<file path="config.mk">
export PLATFORM = sky130hd
export DESIGN_NAME = led_status_arbiter
export DESIGN_NICKNAME = d
export VERILOG_FILES = /design/src/rtl/led_status_pkg.sv /design/src/rtl/led_pattern_gen.sv /design/src/rtl/led_status_arbiter.sv
export SDC_FILE = /design/constraint.sdc
export NUM_CORES = 1
export LEC_CHECK = 0
export ABC_AREA = 1
export CAP_MARGIN = 20
export CORE_MARGIN = 10
export CORE_UTILIZATION = 54
export CTS_BUF_LIST = sky130_fd_sc_hd__clkbuf_2 sky130_fd_sc_hd__clkbuf_4 sky130_fd_sc_hd__clkbuf_8
export CTS_CLUSTER_DIAMETER = 200
export DETAILED_ROUTE_END_ITERATION = 16
export PLACE_DENSITY_LB_ADDON = 0.15
export SLEW_MARGIN = 20
export SYNTH_ARGS = -nofsm -noshare
export SYNTH_HDL_FRONTEND = slang
export SYNTH_SLANG_ARGS = --single-unit
</file>
<file path="constraint.sdc">
create_clock -name clock -period 3.1 [get_ports clock]
set_input_delay 0.775 -clock clock [delete_from_list [all_inputs] [get_ports clock]]
set_output_delay 0.775 -clock clock [all_outputs]
set_load 0.01 [all_outputs]
</file>
<file path="src/rtl/led_status_pkg.sv">
// Shared encodings for the status LED arbiter: source display modes,
// blink-code pattern states and pattern timing constants.
package led_status_pkg;

  localparam logic [1:0] MODE_ON   = 2'b00;
  localparam logic [1:0] MODE_SLOW = 2'b01;
  localparam logic [1:0] MODE_FAST = 2'b10;
  localparam logic [1:0] MODE_CODE = 2'b11;

  typedef enum logic [1:0] {
    P_ON  = 2'd0,
    P_OFF = 2'd1,
    P_GAP = 2'd2
  } pat_state_t;

  localparam int unsigned SLOW_TICKS  = 5;
  localparam int unsigned PULSE_TICKS = 2;

  function automatic int unsigned max3(input int unsigned a, input int unsigned b,
                                       input int unsigned c);
    int unsigned m;
    m = a;
    if (b > m) m = b;
    if (c > m) m = c;
    return m;
  endfunction

endpackage

</file>
<file path="src/rtl/led_pattern_gen.sv">
// Tick prescaler and LED pattern generator (steady, slow, fast, N-pulse code).
// restart reloads everything and starts the pattern in its lit phase.
module led_pattern_gen
  import led_status_pkg::*;
#(
  parameter int unsigned TICK_DIV  = 10,
  parameter int unsigned GAP_TICKS = 10
) (
  input  logic       clock,
  input  logic       reset_n,
  input  logic       enable,
  input  logic       restart,
  input  logic [1:0] mode,
  input  logic [2:0] code,
  output logic       LED,
  output logic       tick
);

  localparam int unsigned PW = (TICK_DIV > 1) ? $clog2(TICK_DIV) : 1;
  localparam int unsigned CW = $clog2(max3(SLOW_TICKS, PULSE_TICKS, GAP_TICKS) + 1);

  localparam logic [PW-1:0] PRESC_LAST = PW'(TICK_DIV - 1);
  localparam logic [CW-1:0] SLOW_LAST  = CW'(SLOW_TICKS - 1);
  localparam logic [CW-1:0] PULSE_LAST = CW'(PULSE_TICKS - 1);
  localparam logic [CW-1:0] GAP_LAST   = CW'(GAP_TICKS - 1);

  logic [PW-1:0] presc;
  logic [CW-1:0] cnt;
  logic [2:0]    pulse;
  pat_state_t    state;

  assign tick = (presc == PRESC_LAST);

  always_ff @(posedge clock or negedge reset_n) begin
    if (!reset_n) begin
      presc <= '0;
      cnt   <= '0;
      pulse <= '0;
      state <= P_ON;
      LED   <= 1'b0;
    end else if (!enable) begin
      presc <= '0;
      cnt   <= '0;
      pulse <= '0;
      state <= P_ON;
      LED   <= 1'b0;
    end else if (restart) begin
      presc <= '0;
      cnt   <= '0;
      pulse <= 3'd1;
      state <= P_ON;
      LED   <= (mode != MODE_CODE) || (code != 3'd0);
    end else begin
      presc <= tick ? '0 : presc + PW'(1);
      if (tick) begin
        case (mode)
          MODE_ON: LED <= 1'b1;
          MODE_SLOW: begin
            if (cnt == SLOW_LAST) begin
              cnt <= '0;
              LED <= ~LED;
            end else begin
              cnt <= cnt + CW'(1);
            end
          end
          MODE_FAST: LED <= ~LED;
          default: begin
            if (code == 3'd0) begin
              LED <= 1'b0;
            end else begin
              case (state)
                P_ON: begin
                  if (cnt == PULSE_LAST) begin
                    cnt   <= '0;
                    LED   <= 1'b0;
                    state <= (pulse >= code) ? P_GAP : P_OFF;
                  end else begin
                    cnt <= cnt + CW'(1);
                  end
                end
                P_OFF: begin
                  if (cnt == PULSE_LAST) begin
                    cnt   <= '0;
                    LED   <= 1'b1;
                    pulse <= pulse + 3'd1;
                    state <= P_ON;
                  end else begin
                    cnt <= cnt + CW'(1);
                  end
                end
                P_GAP: begin
                  if (cnt == GAP_LAST) begin
                    cnt   <= '0;
                    LED   <= 1'b1;
                    pulse <= 3'd1;
                    state <= P_ON;
                  end else begin
                    cnt <= cnt + CW'(1);
                  end
                end
                default: state <= P_ON;
              endcase
            end
          end
        endcase
      end
    end
  end

endmodule

</file>
<file path="src/rtl/led_status_arbiter.sv">
// Fixed-priority arbiter sharing the board status LED between status sources,
// with a minimum hold time before preemption or mode changes take effect.
module led_status_arbiter
  import led_status_pkg::*;
#(
  parameter int unsigned CLOCK_SPEED    = 12_500_000,
  parameter int unsigned NUM_REQ        = 4,
  parameter int unsigned TICK_DIV       = CLOCK_SPEED / 10,
  parameter int unsigned MIN_HOLD_TICKS = 10,
  parameter int unsigned GAP_TICKS      = 10
) (
  input  logic                   clock,
  input  logic                   reset_n,
  input  logic [NUM_REQ-1:0]     req,
  input  logic [2*NUM_REQ-1:0]   mode,
  input  logic [3*NUM_REQ-1:0]   code,
  output logic                   LED,
  output logic                   active,
  output logic [2:0]             grant_idx
);

  localparam logic [0:0] S_IDLE    = 1'b0;
  localparam logic [0:0] S_GRANTED = 1'b1;

  localparam int unsigned   HW       = (MIN_HOLD_TICKS > 0) ? $clog2(MIN_HOLD_TICKS + 1) : 1;
  localparam logic [HW-1:0] HOLD_MAX = HW'(MIN_HOLD_TICKS);

  logic [0:0]    state, state_nxt;
  logic [1:0]    lat_mode, mode_nxt;
  logic [2:0]    lat_code, code_nxt;
  logic [2:0]    idx_nxt;
  logic [HW-1:0] hold_cnt, hold_nxt;
  logic          hold_done;

  logic          any_req;
  logic [2:0]    win_idx;
  logic [1:0]    win_mode;
  logic [2:0]    win_code;
  logic          holder_req;
  logic          do_grant;
  logic          restart;
  logic          gen_enable;
  logic          tick;

  always_comb begin
    any_req    = 1'b0;
    win_idx    = '0;
    win_mode   = MODE_ON;
    win_code   = '0;
    holder_req = 1'b0;
    for (int unsigned i = 0; i < NUM_REQ; i++) begin
      if (req[i] && !any_req) begin
        any_req  = 1'b1;
        win_idx  = 3'(i);
        win_mode = mode[2*i +: 2];
        win_code = code[3*i +: 3];
      end
      if (3'(i) == grant_idx) holder_req = req[i];
    end
  end

  // Hold counts the tick landing on this edge, so preemption happens exactly on the expiring tick.
  assign hold_nxt  = (tick && hold_cnt != HOLD_MAX) ? hold_cnt + HW'(1) : hold_cnt;
  assign hold_done = (hold_nxt == HOLD_MAX);

  always_comb begin
    do_grant  = 1'b0;
    state_nxt = state;
    case (state)
      S_IDLE: begin
        if (any_req) do_grant = 1'b1;
      end
      default: begin
        if (!holder_req) begin
          if (any_req) do_grant = 1'b1;
          else         state_nxt = S_IDLE;
        end else if (hold_done && (win_idx != grant_idx || win_mode != lat_mode ||
                                   win_code != lat_code)) begin
          do_grant = 1'b1;
        end
      end
    endcase
    if (do_grant) state_nxt = S_GRANTED;
  end

  assign restart    = do_grant;
  assign idx_nxt    = do_grant ? win_idx : grant_idx;
  assign mode_nxt   = do_grant ? win_mode : lat_mode;
  assign code_nxt   = do_grant ? win_code : lat_code;
  assign gen_enable = (state_nxt == S_GRANTED);

  always_ff @(posedge clock or negedge reset_n) begin
    if (!reset_n) begin
      state     <= S_IDLE;
      grant_idx <= '0;
      active    <= 1'b0;
      lat_mode  <= MODE_ON;
      lat_code  <= '0;
      hold_cnt  <= '0;
    end else begin
      state     <= state_nxt;
      grant_idx <= idx_nxt;
      active    <= (state_nxt == S_GRANTED);
      lat_mode  <= mode_nxt;
      lat_code  <= code_nxt;
      hold_cnt  <= restart ? '0 : hold_nxt;
    end
  end

  // Next-cycle grant/mode feed the generator so LED updates on the same edge as grant_idx.
  led_pattern_gen #(
    .TICK_DIV (TICK_DIV),
    .GAP_TICKS(GAP_TICKS)
  ) u_pattern (
    .clock  (clock),
    .reset_n(reset_n),
    .enable (gen_enable),
    .restart(restart),
    .mode   (mode_nxt),
    .code   (code_nxt),
    .LED    (LED),
    .tick   (tick)
  );

endmodule

</file>
After elaboration in Yosys (flattened, before gate mapping):

Index checks and enable logic that the tools add are counted.

* $add $sub $neg: 4
* multipliers: 0
* div/mod/pow operators: 0
* order comparisons: 1
* equality and inequality tests: 32
* shifts and indexed selects: 0
* multiplexer cells: 70
* bitwise logic cells: 1
* reductions and logical operators: 23

Operator list (count)
* two-way mux 21 bit: 3
* two-way mux 3 bit: 14
* two-way mux 4 bit: 9
* two-way mux 2 bit: 14
* two-way mux 1 bit: 24
* adder 21 x 1 -> 21 bit (second input constant): 1
* == test 21 bit (second input constant): 1
* AND reduction 6 bit: 3
* inequality test 4 x 3 -> 1 bit (second input constant): 4
* inequality test 8 x 3 -> 1 bit (second input constant): 2
* one-hot mux 4 bit (2 select lines): 2
* inequality test 9 x 1 -> 1 bit (second input constant): 1
* adder 4 x 1 -> 4 bit (second input constant): 2
* == test 4 bit (second input constant): 2
* inequality test 4 bit (second input constant): 2
* inequality test 8 x 6 -> 1 bit (second input constant): 1
* == test 2 x 3 -> 1 bit (first input constant): 2
* logical NOT 3 bit: 2
* inequality test 3 x 2 -> 1 bit (second input constant): 2
* inequality test 3 bit: 2
* one-hot mux 1 bit (3 select lines): 2
* one-hot mux 2 bit (3 select lines): 1
* one-hot mux 3 bit (2 select lines): 1
* logical AND 1 bit: 5
* other kinds (21): 29

* register bits after elaboration: 44
* latch bits: 0
* RAM bits: 0
* ROM bits: 0
* output and inout port bits: 5
* word-level logic and storage cells: 141
* memories kept: 0

Longest topological paths before layout:

Gate-level depths: netlist of run 1.

* depth in word-level cells: 27
* gate-level depth with buffers: 29
* mapped depth without buffers: 27

Cells and area by module:

Synthesis of run 1 repeated with hierarchy kept, for this count alone.

* cells, all modules: 472
* area, all modules: 3270.6 sq um

By module, submodules not included
* led_pattern_gen: times used 1, cells each 315, area an instance 2225.9 sq um, sequential area each 775.7 sq um
* led_status_arbiter: times used 1, cells each 157, area an instance 1044.8 sq um, sequential area each 300.3 sq um

Worst setup path before layout of run 1:

Ideal clock, no wire load.

* kind: input to register
* start: input req[0]
* end: register u_pattern.LED
* library setup time: 0.117 ns
* data arrival time: 3.501 ns
* data required time: 2.983 ns
* slack: -0.518 ns
* stages on the path: 25
* buffers on the path: 3
* path through: buf_6 > nor2_8 > nand3_4 > or2_1 > nand3_1 > nand2_1 > nor2_1 > nand3_1 > nand2_1 > nand2_2 > nand2_2 > buf_6 > inv_1 > buf_2 > o21ai_0 > inv_1 > ha_1 > nor3_1 > nand3_1 > nand2_1 > nand2_1 > nand2_1 > nand2_1 > nand3_1 > nand2_1

RTL lines
* start: declaration: line led_status_arbiter.sv:14 `input logic [NUM_REQ-1:0] req,`
* two-way mux 1 bit: line led_status_arbiter.sv:52 `if (req[i] && !any_req) begin`
* logical NOT 1 bit: line led_status_arbiter.sv:52
* logical AND 1 bit: line led_status_arbiter.sv:52
* two-way mux 1 bit: line led_status_arbiter.sv:52
* logical NOT 1 bit: line led_status_arbiter.sv:52
* logical AND 1 bit: line led_status_arbiter.sv:52
* two-way mux 1 bit: line led_status_arbiter.sv:52
* logical NOT 1 bit: line led_status_arbiter.sv:52
* [8 not listed]
* two-way mux 1 bit: line led_status_arbiter.sv:69 `case (state)`
* two-way mux 2 bit *: line led_status_arbiter.sv:88 `assign mode_nxt = do_grant ? win_mode : lat_mode;`
* net mode_nxt[1]: line led_status_arbiter.sv:29 `logic [1:0] lat_mode, mode_nxt;`
* == test 2 bit (tied with other cells): line led_pattern_gen.sv:56 `case (mode)`
* one-hot mux 1 bit (3 select lines): line led_pattern_gen.sv:56
* two-way mux 1 bit: line led_pattern_gen.sv:55 `if (tick) begin`
* two-way mux 1 bit: line led_pattern_gen.sv:47 `end else if (restart) begin`
* two-way mux 1 bit: line led_pattern_gen.sv:41 `end else if (!enable) begin`
* end signal: assignment: line led_pattern_gen.sv:52 `LED <= (mode != MODE_CODE) || (code != 3'd0);`
* end signal: assignment: line led_pattern_gen.sv:61 `LED <= ~LED;`
* end signal: assignment: line led_pattern_gen.sv:66 `MODE_FAST: LED <= ~LED;`
* end: declaration: line led_pattern_gen.sv:15 `output logic LED,`

Mark *: on every way through the listed nets, which the timed path passes. The rest lies on a longest branch. The select of a mux whose other input is x is not followed.
A chain may end at the register's enable or synchronous reset.

Worst setup path in the final report of run 1:

* start: input req[0]
* end: register u_pattern.pulse[1]

* word-level cells in the longest chain between the ends: 22

Ends and longest elaborated chain
* two-way mux 1 bit: line led_status_arbiter.sv:52
* logical NOT 1 bit: line led_status_arbiter.sv:52
* logical AND 1 bit: line led_status_arbiter.sv:52
* two-way mux 1 bit: line led_status_arbiter.sv:52
* logical NOT 1 bit: line led_status_arbiter.sv:52
* logical AND 1 bit: line led_status_arbiter.sv:52
* two-way mux 1 bit: line led_status_arbiter.sv:52
* logical NOT 1 bit: line led_status_arbiter.sv:52
* [7 not listed]
* two-way mux 1 bit: line led_status_arbiter.sv:74 `if (!holder_req) begin`
* two-way mux 1 bit: line led_status_arbiter.sv:69
* two-way mux 2 bit *: line led_status_arbiter.sv:88
* net mode_nxt[0]: line led_status_arbiter.sv:29
* == test 2 x 1 -> 1 bit (tied with other cells): line led_pattern_gen.sv:56
* OR reduction 3 bit (no line) *
* inequality test 3 x 2 -> 1 bit (no line) *
* AND reduction 6 bit (no line) *
* end signal: assignment: line led_pattern_gen.sv:85 `pulse <= pulse + 3'd1;`
* end: declaration: line led_pattern_gen.sv:29 `logic [2:0] pulse;`

Mark *: on every way through the listed nets, which the timed path passes. The rest lies on a longest branch.

==> results.txt, run 1 <==
Status: finished, violations left
Failing checks: negative setup slack
Fmax: 304 MHz
Max-cap violations: 0
Skew final: 0.00639 ns
Seq. cell area: 1080 um2
Most common cell on crit path: nand2_2
Most frequent cells in the layout: nand2_1 (92), buf_4 (64), inv_1 (59)
Fillcell total: 390
Power per cell area: 667 nW/um2
CP startpoint: req[0]
End of the critical path: u_pattern.pulse[1]
ANT cells: 0
Pint: 0.00159 W
Layout cell share with drive strength beyond 1: 28.5%
Worst path slowest cell: or2_4
Crit path DAT: 3.54 ns
Leakage Power: 2.14 nW
Chip Width: 96.0 um
CP Class: in2reg
DR iter-0 viols: 184
Area delta synth->final: 37.2%
Top Metal Used: met4
Setup Viol. Count Final: 10
Post-route ant nets: 0
First-pass DRT Iterations: 4
Initial antenna violation count: 0
Clock sink count: 43
Die ar.: 9220 um2
Seq cells post-synth: 43
R2R Path End: u_pattern.pulse[1]
VDD IR-drop max: 0.000729 V
Most common cell after layout, fill and taps aside: nand2_1
Slew margin rel.: 35.0%
Footprint of the multi-input gates: 1940 um2
Routed length on met2: 4490 um
Unrepaired setup endpoints after global routing: true
Fin. max-slew vios: 0
Rows: 27
Gr usage total: 18.6%
Post-synthesis cell type count: 40
CTS Buf Count: 5
Initial Util: 56.3%
Clock Power Share: 12.9%
DR vias: 3,175
Net Switching: 0.00127 W
Final Routed Wirelength: 8760 um
Critical Path Max Stage Delay: 0.29 ns
Worst reg2reg setup slack: -0.06 ns
First-pass GRT wire length: 13,800 um
WP depth: 26
Buffers & Inverters on Critical Path: 6
Congestion Overflow GR: 0
Delay-heaviest family, CP: simple AND/OR/NAND/NOR gates
Post-route total power: 0.00286 W
Worst R2R Start: u_pattern.presc[0]
Startpoint types: input pin
Core area: 5540 um2
GPL Wtd Cong: 0.879
Port buffer count: 29
Worst Reg2Reg Path Length in Cells: 27
CP Max Fanout: 5
Hpwl dp: 5820 um
Hold Path Class: reg2reg
Die Span Y: 96.0 um
Worst-skew pair later-pin latency: 0.30 ns
Vias in the first global route: 3,022
Met3 Wirelength: 270 um
Sequential element share of the synthesized area: 34.5%
Synthesis Warnings: 0
Syn Nets: 480
Syn Inst Count: 437
Largest net degree at the start of global routing: 44
Share of total power in sequential cells: 26.5%
I/O Pins: 31
CTS H-Tree Depth: 2
Root Driver: clkbuf_8
Clock Path Buffers: 2
Clock transition at path regs: 0.09 ns
Logic pwr share: 60.6%
Vias/cell: 5.22
Setup slack after layout: -0.194 ns
Hold Fails Final Rpt: 0
Switching fraction of total power: 44.5%
Post-layout min period: 3.29 ns
Syn Area/Cell: 7.14 um2
Synthesized area: 3120 um2
Crit end category: flip-flop
Final Net Count: 578
CP Data Required Time: 3.34 ns
Wire length per cell: 14.4 um
Met1 wire length: 3720 um
CTS tree: yes
Final core area utilization: 77.3%
Remaining DRCs: 0
Slew @ Worst Pin: 0.974 ns
Final worst path period share: 106%
-- state kept, by name, indices dropped and copies added, names as in the netlist --
signal,cells
lat_code,3
grant_idx,2
hold_cnt,4
u_pattern.state,2
u_pattern.cnt,4
u_pattern.LED,1
state,1
lat_mode,2
u_pattern.pulse,3
u_pattern.presc,21
-- repair_timing --
action,4_1_cts,5_1_grt
buffers inserted,18,4
cloned,2,0
pin swaps,27,35
endpoints found under the hold margin,0,0
hold buffers,0,0
setup endpoints to repair,10,10
resized for setup,44,27
-- layout make-up --
cell class / count / area share, %
Clock buffer: 6 / 1.78
Clock inverter: 2 / 0.292
Inverter: 71 / 6.46
Multi-Input combinational cell: 316 / 45.4
Sequential cell: 43 / 25.1
Tap cell: 72 / 2.10
Timing Repair Buffer: 98 / 18.9
-- cells in the mapped netlist (all sizes together) --
library cell  number  area (um2)
a211oi             1        7.51
a21boi             1        7.51
a21oi             11        66.3
a31oi              1        6.26
a32oi              1        8.76
buf                7        52.5
clkbuf             1        5.00
clkinv             2        7.51
conb               1        3.75
dfrtp             43        1080
ha                17         213
inv               69         259
nand2            111         444
nand3             49         280
nand3b             4        30.0
nand4             13        81.3
nor2              54         241
nor3              11        55.1
nor3b              2        15.0
nor4               1        6.26
o2111ai            1        8.76
o21ai             15        75.1
o31ai              1        7.51
or2                6        40.0
xnor2              5        43.8
xor2               9        78.8
-- worst min path at each step --
stage | cells past startpoint | from | endpoint
2_1_floorplan | 1 | u_pattern.presc[0] | u_pattern.presc[0]
3_3_place_gp | 2 | u_pattern.state[1] | u_pattern.state[1]
3_5_place_dp | 2 | u_pattern.state[0] | u_pattern.state[0]
4_1_cts | 2 | u_pattern.presc[0] | u_pattern.presc[0]
5_1_grt | 2 | u_pattern.presc[0] | u_pattern.presc[0]
6_report | 2 | u_pattern.state[0] | u_pattern.state[0]
-- power by group through the flow --
stage | clock network [W] | logic (W) | registers (W)
5_1_grt | 0.000395 | 0.00187 | 0.000767
4_1_cts | 0.000374 | 0.00155 | 0.000745
3_3_place_gp | 0 | 0.00140 | 0.000751
2_1_floorplan | 0 | 0.000929 | 0.000739
6_report | 0.000369 | 0.00173 | 0.000757
3_5_place_dp | 0 | 0.00144 | 0.000754
-- worst min-delay path: cells and delay by family (launching register included) --
family,cells,cell delay [ns]
AO/OA/AOI/OAI,1,0.06
AND/OR/NAND/NOR,1,0.06
flip-flops,1,0.39
-- layer usage --
layer	vias up	global-route usage, %
li1	1581	-
met1	1497	22.2
met2	69	32.3
met3	28	3.19
met4	0	7.62
met5	-	0
-- cells by family (layout without fill, tap and decap cells) --
group / after synthesis / in the layout / share of synthesized area [%]
AO/OA/AOI/OAI: 32 / 32 / 6.02
XOR/XNOR: 14 / 14 / 3.93
adder cells (fa/ha/maj): 17 / 17 / 6.82
buffers and inverters: 79 / 177 / 10.4
flip-flops: 43 / 43 / 34.5
other: 1 / 1 / 0.120
AND/OR/NAND/NOR: 251 / 252 / 38.3
-- metrics by stage --
step	hold WS, ns	cell area (um2)	TNS (ns)	setup WS [ns]	instances
finish	0.538	4280	-1.30	-0.194	608
global route	0.558	4280	-2.76	-0.313	608
CTS	0.534	4170	-0.119	-0.0377	604
detailed placement	0.514	3850	-9.19	-0.817	576
global placement	0.499	3850	-8.40	-0.738	576
floorplan	0.433	3200	-2.22	-0.263	437
(Power assumes the default switching activity.)
==> inputs of run 2 (changes only) <==
CELL_PAD_IN_SITES_DETAIL_PLACEMENT = 1   (was default)
CELL_PAD_IN_SITES_GLOBAL_PLACEMENT = 2   (was default)
CORE_UTILIZATION = 30   (was 54)
==> results.txt, run 2 (synthesized netlist as in run 1, its figures left out) <==
Wire length per cell: 13.7 um
Post-route total power: 0.00291 W
First-pass DRT Iterations: 4
Final Routed Wirelength: 9310 um
CTS H-Tree Depth: 2
Leakage Power: 2.23 nW
Worst Reg2Reg Path Length in Cells: 26
Startpoint types: input pin
Die ar.: 14,900 um2
ANT cells: 0
Max reg flops: 21
Biggest register: u_pattern.presc
Fillcell total: 1,266
Setup Viol. Count Final: 10
Skew final: 0.0104 ns
Clock sink count: 43
Most common cell after layout, fill and taps aside: nand2_1
CP Max Fanout: 5
Fin. max-slew vios: 0
Congestion Overflow GR: 0
Crit end category: flip-flop
CP Class: in2reg
Post-layout min period: 3.28 ns
DR iter-0 viols: 90
Fin Setup TNS: -1.10 ns
I/O Pins: 31
First-pass GRT wire length: 16,000 um
Max-cap violations: 0
Vias in the first global route: 3,373
Port buffer count: 29
Layout cell share with drive strength beyond 1: 28.3%
Initial Util: 30.5%
Final Net Count: 586
Most frequent cells in the layout: nand2_1 (91), buf_4 (71), inv_1 (62)
GPL Wtd Cong: 0.818
Setup slack after layout: -0.185 ns
Remaining DRCs: 0
Core area: 10,200 um2
CTS tree: yes
Slew margin rel.: 59.2%
Area delta synth->final: 42.6%
Design area: 4450 um2
Die Span Y: 122 um
Worst-skew pair later-pin latency: 0.30 ns
Initial antenna violation count: 0
Cells after DPL: 657
Power per cell area: 653 nW/um2
Chip Width: 122 um
Clock transition at path regs: 0.09 ns
Hold Fails Final Rpt: 0
Hpwl dp: 7330 um
Hold Slack: 0.531 ns
CP Data Required Time: 3.34 ns
Unrepaired setup endpoints after global routing: true
Layout Cells excl Fill: 680
Hold Path Stages: 2
Hold Path Class: reg2reg
Fmax: 304 MHz
Crit path DAT: 3.53 ns
Final worst path period share: 106%
DR vias: 3,126
Vias/cell: 4.60
Failing checks: negative setup slack
Root Driver: clkbuf_8
Status: finished, violations left
Cell Area, Placed: 4080 um2
Clock Path Buffers: 2
Rows: 37
CTS Buf Count: 5
Gr usage total: 12.9%
Post-route ant nets: 0
Largest net degree at the start of global routing: 44
Slew @ Worst Pin: 0.612 ns
Top Registers: u_pattern.presc: 21 flops, hold_cnt: 4 flops, u_pattern.cnt: 4 flops
VDD IR-drop max: 0.000309 V
[run 2: cell count changes in the layout (fill, tap and decap cells not counted), moves of 2 or more]
cell	previous run	this run
nand3_1	37	39
nor2_4	5	3
nand3_2	11	8
inv_1	59	62
dlygate4sd2_1	4	0
buf_12	0	2
nor2_1	44	46
buf_4	64	71
clkdlybuf4s50_1	20	23
[run 2: cell type report]
type	instances	area (um2)	share of cell area (%)
inverters	71	272	6.10
clock buffers	6	82.6	1.86
repair buffers	106	897	20.2
well taps	136	170	3.82
flip-flops and latches	43	1080	24.2
multi-input cells	316	1920	43.1
clock inverters	2	35.0	0.787
[run 2: timing repair]
item                       in CTS  in global routing
gates resized for setup        32                 25
setup buffers                   7                  7
pin swaps                      17                 15
hold buffers                    0                  0
cloned                          1                  0
setup endpoints to repair      25                 10
[run 2: routing by layer]
layer / global-route usage [%] / routed length (um)
met1: 15.8 / 4150
met2: 23.4 / 4890
met3: 2.04 / 214
met4: 2.46 / 53
met5: 0 / 0
[run 2: power by group]
part           internal [W]  switching [W]  total, W
logic              0.000774       0.000914   0.00169
registers          0.000658      0.0000900  0.000748
clock network      0.000261       0.000209  0.000471
[run 2: worst max-delay path, cell delays in order]
cell and delay (ns):
buf_6 0.10, buf_6 0.13, nor2_8 0.15, nand3_4 0.12
or2_4 0.29, nand3_1 0.08, nand2_1 0.06, nor2_1 0.08
nand3_1 0.08, nand2_1 0.07, nand2_2 0.07, nand2_4 0.10
inv_4 0.05, buf_4 0.13, o21ai_4 0.23, ha_4 0.18
inv_2 0.04, nor3_2 0.16, inv_1 0.09, a21oi_2 0.12
nand3_2 0.15, nand2_4 0.13, nand3b_1 0.09, nand2_1 0.06
[run 2: path summary, 6_finish.rpt]
path | start | endpoint | slack, ns
worst min-delay path | u_pattern.state[1] | u_pattern.state[1] | 0.53
min in group asynchronous | reset_n | grant_idx[0] | 0.56
worst min register to register | u_pattern.state[1] | u_pattern.state[1] | 0.53
worst max register to register | u_pattern.presc[1] | u_pattern.pulse[1] | -0.13
max in group asynchronous | reset_n | u_pattern.presc[2] | 2.12
worst max-delay path | req[0] | u_pattern.pulse[1] | -0.18
[run 2: metrics by stage]
| stage | setup slack [ns] | utilization [%] |
|---|---|---|
| floorplan | -0.263 | - |
| global route | -0.428 | 43.5 |
| global placement | -0.987 | 39.9 |
| detailed placement | -1.06 | 39.9 |
| finish | -0.185 | 43.5 |
| CTS | -0.136 | 42.3 |
